==> src/rtl/debug_memory_dumper.sv <==
// Debug-side initiator: takes over data memory through its debug port, reads
// words 0..WORDS-1 and streams each one MSB-byte-first to the UART transmitter.
module debug_memory_dumper #(
    parameter int Width_B = 32,
    parameter int Addr_B  = 32,
    parameter int WORDS   = 1024
) (
    input  logic               clk,
    input  logic               reset,
    input  logic               start,
    input  logic               abort,
    input  logic [Width_B-1:0] ReadData,
    output logic               debugMode,
    output logic               debugClk,
    output logic [Addr_B-1:0]  DebugAddress,
    output logic [7:0]         tx_data,
    output logic               tx_valid,
    input  logic               tx_ready,
    output logic               busy,
    output logic               done
);

    localparam int BYTES = Width_B / 8;
    localparam int CNT_B = (BYTES > 1) ? $clog2(BYTES) : 1;
    localparam int IDX_B = (WORDS > 1) ? $clog2(WORDS) : 1;
    localparam logic [CNT_B-1:0] LAST_BYTE = CNT_B'(BYTES - 1);
    localparam logic [IDX_B-1:0] LAST_WORD = IDX_B'(WORDS - 1);

    typedef enum logic [2:0] {
        IDLE,
        ADDR,
        CLK_HI,
        CLK_LO,
        SEND,
        NEXT
    } dumpState;

    dumpState           state;
    dumpState           stateNxt;
    logic [IDX_B-1:0]   wordIdx;
    logic [IDX_B-1:0]   wordIdxNxt;
    logic [CNT_B-1:0]   byteCnt;
    logic [CNT_B-1:0]   byteCntNxt;
    logic [Width_B-1:0] captureReg;
    logic [Width_B-1:0] captureNxt;
    logic [Width_B-1:0] shifted;
    logic [7:0]         txDataNxt;
    logic               txValidNxt;
    logic               debugClkNxt;
    logic               doneNxt;
    logic               abortFlag;
    logic               abortFlagNxt;
    logic               abortReq;
    logic               transfer;
    logic               lastByte;
    logic               lastWord;

    // The word index is the only live part of the address; upper bits stay zero.
    assign DebugAddress = Addr_B'(wordIdx);

    assign abortReq = abort | abortFlag;
    assign transfer = tx_valid & tx_ready;
    assign lastByte = (byteCnt == LAST_BYTE);
    assign lastWord = (wordIdx == LAST_WORD);
    assign shifted  = captureReg << 8;

    // NOTE: all state and output registers use non-blocking assignments so
    // every one of them is computed from the same pre-edge values.
    always_ff @(posedge clk or negedge reset) begin
        if (!reset) begin
            state      <= IDLE;
            wordIdx    <= '0;
            byteCnt    <= '0;
            captureReg <= '0;
            tx_data    <= '0;
            tx_valid   <= 1'b0;
            debugClk   <= 1'b0;
            debugMode  <= 1'b0;
            busy       <= 1'b0;
            done       <= 1'b0;
            abortFlag  <= 1'b0;
        end else begin
            state      <= stateNxt;
            wordIdx    <= wordIdxNxt;
            byteCnt    <= byteCntNxt;
            captureReg <= captureNxt;
            tx_data    <= txDataNxt;
            tx_valid   <= txValidNxt;
            debugClk   <= debugClkNxt;
            debugMode  <= (stateNxt != IDLE);
            busy       <= (stateNxt != IDLE);
            done       <= doneNxt;
            abortFlag  <= abortFlagNxt;
        end
    end

    // Abort is honoured immediately outside SEND; inside SEND only on a
    // transfer edge so the presented byte is never withdrawn.
    always_comb begin
        stateNxt = state;
        unique case (state)
            IDLE:    if (start) stateNxt = ADDR;
            ADDR:    stateNxt = abortReq ? IDLE : CLK_HI;
            CLK_HI:  stateNxt = abortReq ? IDLE : CLK_LO;
            CLK_LO:  stateNxt = abortReq ? IDLE : SEND;
            SEND: begin
                if (transfer) begin
                    if (abortReq)      stateNxt = IDLE;
                    else if (lastByte) stateNxt = NEXT;
                end
            end
            NEXT:    stateNxt = (abortReq || lastWord) ? IDLE : ADDR;
            default: stateNxt = IDLE;
        endcase
    end

    // NOTE: every signal gets a hold/idle default before the case so that no
    // path through this block can infer a latch.
    always_comb begin
        wordIdxNxt   = wordIdx;
        byteCntNxt   = byteCnt;
        captureNxt   = captureReg;
        txDataNxt    = tx_data;
        txValidNxt   = tx_valid;
        debugClkNxt  = (stateNxt == CLK_HI);
        doneNxt      = (state != IDLE) && (stateNxt == IDLE);
        abortFlagNxt = abortFlag;

        if (stateNxt == IDLE)
            abortFlagNxt = 1'b0;
        else if ((state != IDLE) && abort)
            abortFlagNxt = 1'b1;

        unique case (state)
            IDLE: begin
                if (start) wordIdxNxt = '0;
            end
            CLK_LO: begin
                // Memory sampled on the debugClk falling edge; word is settled now.
                if (stateNxt == SEND) begin
                    captureNxt = ReadData;
                    byteCntNxt = '0;
                    txDataNxt  = ReadData[Width_B-1 -: 8];
                    txValidNxt = 1'b1;
                end
            end
            SEND: begin
                if (transfer) begin
                    if (stateNxt == SEND) begin
                        captureNxt = shifted;
                        byteCntNxt = byteCnt + CNT_B'(1);
                        txDataNxt  = shifted[Width_B-1 -: 8];
                    end else begin
                        txValidNxt = 1'b0;
                    end
                end
            end
            NEXT: begin
                if (stateNxt == ADDR) wordIdxNxt = wordIdx + IDX_B'(1);
            end
            default: ;
        endcase
    end

endmodule
==> config.mk <==
export PLATFORM = sky130hd
export DESIGN_NAME = debug_memory_dumper
export DESIGN_NICKNAME = d
export VERILOG_FILES = /design/src/rtl/debug_memory_dumper.sv
export SDC_FILE = /design/constraint.sdc
export NUM_CORES = 1
export LEC_CHECK = 0
export CELL_PAD_IN_SITES_DETAIL_PLACEMENT = 0
export CELL_PAD_IN_SITES_GLOBAL_PLACEMENT = 1
export CORE_AREA = 4 4 91 93
export DETAILED_ROUTE_END_ITERATION = 12
export DIE_AREA = 0 0 95 97
export PLACE_DENSITY = 0.81
export REMOVE_ABC_BUFFERS = 1
export SYNTH_ARGS = -nofsm -noshare
export SYNTH_HDL_FRONTEND = slang
export SYNTH_SLANG_ARGS = --single-unit
export TNS_END_PERCENT = 100
==> constraint.sdc <==
create_clock -name clk -period 4.55 [get_ports clk]
set_clock_uncertainty 0.2 [all_clocks]
set_input_delay 0.91 -clock clk [delete_from_list [all_inputs] [get_ports clk]]
set_output_delay 0.91 -clock clk [all_outputs]
set_load 0.005 [all_outputs]
**Yosys cells after proc, flatten, opt, wreduce, memory -nomap -nowiden**

Cells that the tools add are included.

- $add $sub $neg: 2
- Equal/unequal tests: 16
- Multiplexer cells: 30
- Bitwise logic cells: 2
- Reductions and logical operators: 13

Operator list:

| cell | count |
|---|---|
| 24-bit 2-to-1 mux | 3 |
| 24-bit case mux with 2 select lines | 1 |
| 8-bit 2-to-1 mux | 3 |
| 10-bit 2-to-1 mux | 2 |
| 10-bit case mux with 2 select lines | 1 |
| 3-bit case mux with 6 select lines | 1 |
| 8-bit case mux with 2 select lines | 1 |
| 3-bit 2-to-1 mux | 5 |
| 2-bit != test (second input constant) | 6 |
| 10-bit by 1-bit adder with 10-bit output (second input constant) | 1 |
| 10-bit == test (second input constant) | 1 |
| 2-bit 2-to-1 mux | 5 |
| 3-bit by 2-bit == test with 1-bit output (second input constant) | 3 |
| 3-bit == test (second input constant) | 3 |
| 4-bit AND reduction | 2 |
| 3-bit by 1-bit == test with 1-bit output (second input constant) | 2 |
| 3-bit logical NOT | 2 |
| 1-bit 2-to-1 mux | 6 |
| 2-bit nonzero test | 3 |
| 3-bit nonzero test | 2 |
| 2-bit case mux with 2 select lines | 1 |
| 3-bit AND reduction | 1 |
| 2-bit by 1-bit adder with 2-bit output (second input constant) | 1 |
| 2-bit == test (second input constant) | 1 |
| other kinds (5) | 6 |

- Register bits: 52
- Bits of input ports: 37
- Output and inout port bits: 45
- Logic and storage cells: 73

**Logic depth before layout (Yosys ltp)**

- Depth after elaboration: 9
- Mapped depth: 7
- Mapped depth without buffers: 6

**Worst setup path after synthesis**

No wires, ideal clock.

- Kind: input to register
- Start: input start
- End: register captureReg[23]
- Library setup time: 128 ps
- Arrival time: 2,406 ps
- Data required time: 4,222 ps
- Path slack: 1,816 ps
- Stages: 6
- Path buffers: 1
- Path through: nor3b_1 o21bai_2 o32ai_4 nor3b_4 buf_6 mux2_1

- Word-level cells in the longest chain between the ends: 5
- Elaborated cells on any way between the ends: 6

RTL lines:

| what | line | source |
|---|---|---|
| start: declaration | 10 | `input logic start,` |
| 3-bit 2-to-1 mux (*) | 102 | `IDLE: if (start) stateNxt = ADDR;` |
| 3-bit case mux with 6 select lines (*) | 101 | `unique case (state)` |
| named net stateNxt[0] | 39 | `dumpState stateNxt;` |
| 3-bit == test (*) | 140, 149 |  |
| 2-bit != test (no source line) | - |  |
| 4-bit AND reduction (no source line) (*) | - |  |
| end signal: assignment | 86 | `captureReg <= captureNxt;` |
| end: declaration | 44 | `logic [Width_B-1:0] captureReg;` |

Mark *: on every way through the listed nets, which the timed path passes. The rest lies on a longest branch.
A chain may end at the register's enable or synchronous reset.

**Worst setup path in the final report**

- Start: input start
- End: register captureReg[22]

The elaborated chain is that of the path after synthesis.

==> impl_metrics.ini <==
[outcome]
run_status = finished, final reports clean

[die]
core_area_sq_um = 7527
num_rows = 32
dieArea_sq_um = 9215
io_pins = 82
initial_core_util_pct = 37.15
die_y_um = 97
die-width_um = 95

[synth]
synth_compound_area_share_pct = 5.951
synth_area_sq_um = 2796
synth.distinct_cells = 39
synth.avg_cell_area_sq_um = 9.676
synthXorXnorAreaFrac_pct = 2.506
synth_top_family_by_area = simple AND/OR/NAND/NOR gates
ys_seq_area_share_pct = 46.53
synth_mux_area_share_pct = 13.29
synth_adder_area_share_pct = 0.8949
synth_seq_cells = 52
syn_inst = 289
ys_warn_count = 0
synth-simple-area-share_pct = 20.09

[global_route]
grt_pass1_wl_mm = 9.687
grt_max_degree = 42
antenna_found_initial = 0
grt_use_total_pct = 12.99
grt_overflow = 0
grt_pass1_vias = 1940

[detailed_routing]
wire_per_inst_um = 12.96
drc = 0
vias = 2066
routed_via_density = 4.612
finalWirelength_mm = 5.806
drt_iter0_markers = 67
drtAntennaViolNets = 0
drt_pass1_iterations = 4

[cts]
cts_resized = 0
cts_max_path_buffers = 2
cts-root-buf = clkbuf_8
cts_tree = yes
cts_max_level = 2
cts_buffers = 5
clk_latency_ns = 0.30
cts_sinks = 52
cts_hold_buf = 0
cts_setup_buffers = 0
clk_pin_slew_ns = 0.09

[power]
power_mw = 1.477
p_clk_share_pct = 21.3
p_sw_mw = 0.4639
intPower_mw = 1.013
ir_drop_mv = 0.1684
power.static_leakage_nw = 1.667
swShare_pct = 31.42
power.density_nw_per_um2 = 421.8
power_frac_comb_pct = 31.2
seqPwrFrac_pct = 47.5

[sta]
worst_pin_slew_ns = 0.5839
fmax_ghz = 0.3083
period_minus_slack_ns = 3.244
drv_slew = 0
period_share_pct = 71.30
tns_ns = 0
rsz0062_at_grt = false
setup_viol = 0
hold_viol = 0
slew-limit-headroom_pct = 61.07

[worst_setup_path]
crit_chain = clkdlybuf4s50_1 > nor4b_2 > buf_4 > nor4_4 > o32ai_4 > nor3b_4 > buf_4 > mux2_2
cp.required_ns = 4.54
crit_path_max_incr_delay_ns = 0.43
worstPathMaxFanout = 34
critPathKind = primary input to register
arrival_ns = 3.23
worstSetupEndpointType = register
critPathLaunchType = primary input
crit_path_top_delay_cell = buf_4
critical_path.most_common_cell = buf_4

[finish]
area_growth_pct = 25.19
final_common_cell = nand2_1
nets = 384
fill_cells = 746
final_layout_size_suffix_gt1_share_pct = 7.803
n_antenna_cell = 0
mostFrequentLayoutCells = nand2_1, clkdlybuf4s50_1, dfrtp_1, conb_1, mux2_1

[run]
max_cap_viol_count = 0

[placement]
io_buffer_count = 59
dpl.hpwl_mm = 4.078
gp_congestion = 0.8220

[hold_path]
hold_class = register to register
## flip-flops by register name, summed over array words and instances (netlist names)
register,cells
abortFlag,1
busy,1
byteCnt,2
captureReg,24
debugClk,1
done,1
state,3
tx_data,8
tx_valid,1
wordIdx,10
## metal layers
layer | global-route usage [%] | routed length, um | vias to the layer above
met5 | 0 | 0 | -
met4 | 2.664 | 42 | 0
met3 | 3.810 | 453 | 4
met2 | 19.09 | 2563 | 65
met1 | 18.97 | 2747 | 972
li1 | - | - | 1025
## cells in the mapped netlist
library cell  number  share of area (%)
nand2_1           72                9.7
dfrtp_1           52                 47
buf_4             23                6.2
mux2_1            21                8.5
inv_1             13                1.7
nor2_1            13                1.7
o21ai_0           13                2.3
mux2i_1            9                3.2
nor3_1             8                1.4
xnor2_1            8                2.5
clkbuf_1           5               0.67
nand3_1            5               0.89
nor4_1             5                1.1
mux2_2             4                1.6
a31oi_1            3               0.67
buf_2              3               0.54
buf_6              3                1.2
a21oi_1            2               0.36
buf_1              2               0.27
ha_1               2               0.89
nor2b_1            2               0.45
nor3b_1            2               0.54
nor4b_1            2               0.63
or2_2              2               0.45
a211oi_1           1               0.27
a32oi_1            1               0.31
a41oi_1            1               0.31
and3_1             1               0.22
conb_1             1               0.13
nand2b_1           1               0.22
nand3b_1           1               0.27
nand4_1            1               0.22
nand4_2            1               0.45
nor3b_4            1               0.67
nor4_4             1               0.76
nor4bb_1           1               0.36
o21bai_2           1               0.40
o311ai_0           1               0.31
o32ai_4            1               0.98
## per-stage QoR
step | area (sq um) | std cells | setup slack [ns] | utilization [%] | hold WS (ns)
after floorplan | 2628 | 274 | 0.6247 | - | 0.2580
after global placement | 3390 | 440 | 1.030 | 45.03 | 0.2672
after detailed placement | 3390 | 440 | 0.9864 | 45.03 | 0.2748
after CTS | 3501 | 448 | 1.308 | 46.51 | 0.2987
after global routing | 3501 | 448 | 1.121 | 46.51 | 0.3102
final | 3501 | 448 | 1.306 | 46.51 | 0.2944
## final cells by class
class	count	area, sq um	share of cell area [%]
flip-flops and latches	52	1301	37.17
multi-input cells	209	1289	36.81
repair buffers	64	623.1	17.80
well taps	102	127.6	3.645
clock buffers	5	68.82	1.966
inverters	13	48.80	1.394
clock inverters	3	42.54	1.215
## path summary, 6_finish.rpt
check                            endpoint  depth (start not counted)     startpoint  slack [ns]
min reg2reg                 captureReg[9]                          1  captureReg[9]        0.29
max reg2reg                captureReg[22]                          7     wordIdx[0]        1.61
min in group asynchronous      tx_data[2]                          1          reset        0.40
max in group asynchronous   captureReg[3]                          2          reset        2.97
max                        captureReg[22]                          8          start        1.31
min                         captureReg[9]                          1  captureReg[9]        0.29
## cell families (layout without fill, tap and decap cells)
| group | after synthesis | after routing |
|---|---|---|
| AND/OR/NAND/NOR | 119 | 119 |
| adder cells (fa/ha/maj) | 2 | 2 |
| flip-flops | 52 | 52 |
| XOR/XNOR | 8 | 8 |
| buffers and inverters | 49 | 85 |
| multiplexers | 34 | 34 |
| AO/OA/AOI/OAI | 24 | 24 |
| other | 1 | 22 |
## critical path, delay by kind of cell
kind,cells,cell delay [ns]
compound gates,1,0.21
mux,1,0.39
buf+inv,3,1.04
simple gates,3,0.66
## power groups by stage
stage / Clock (mW) / Sequential (mW) / Combinational, mW
after global placement: 0 / 0.708 / 0.451
after floorplan: 0 / 0.690 / 0.255
after detailed placement: 0 / 0.712 / 0.466
final: 0.314 / 0.701 / 0.461
after global routing: 0.345 / 0.724 / 0.520
after CTS: 0.327 / 0.703 / 0.470
Power figures use the tool's default switching activity.
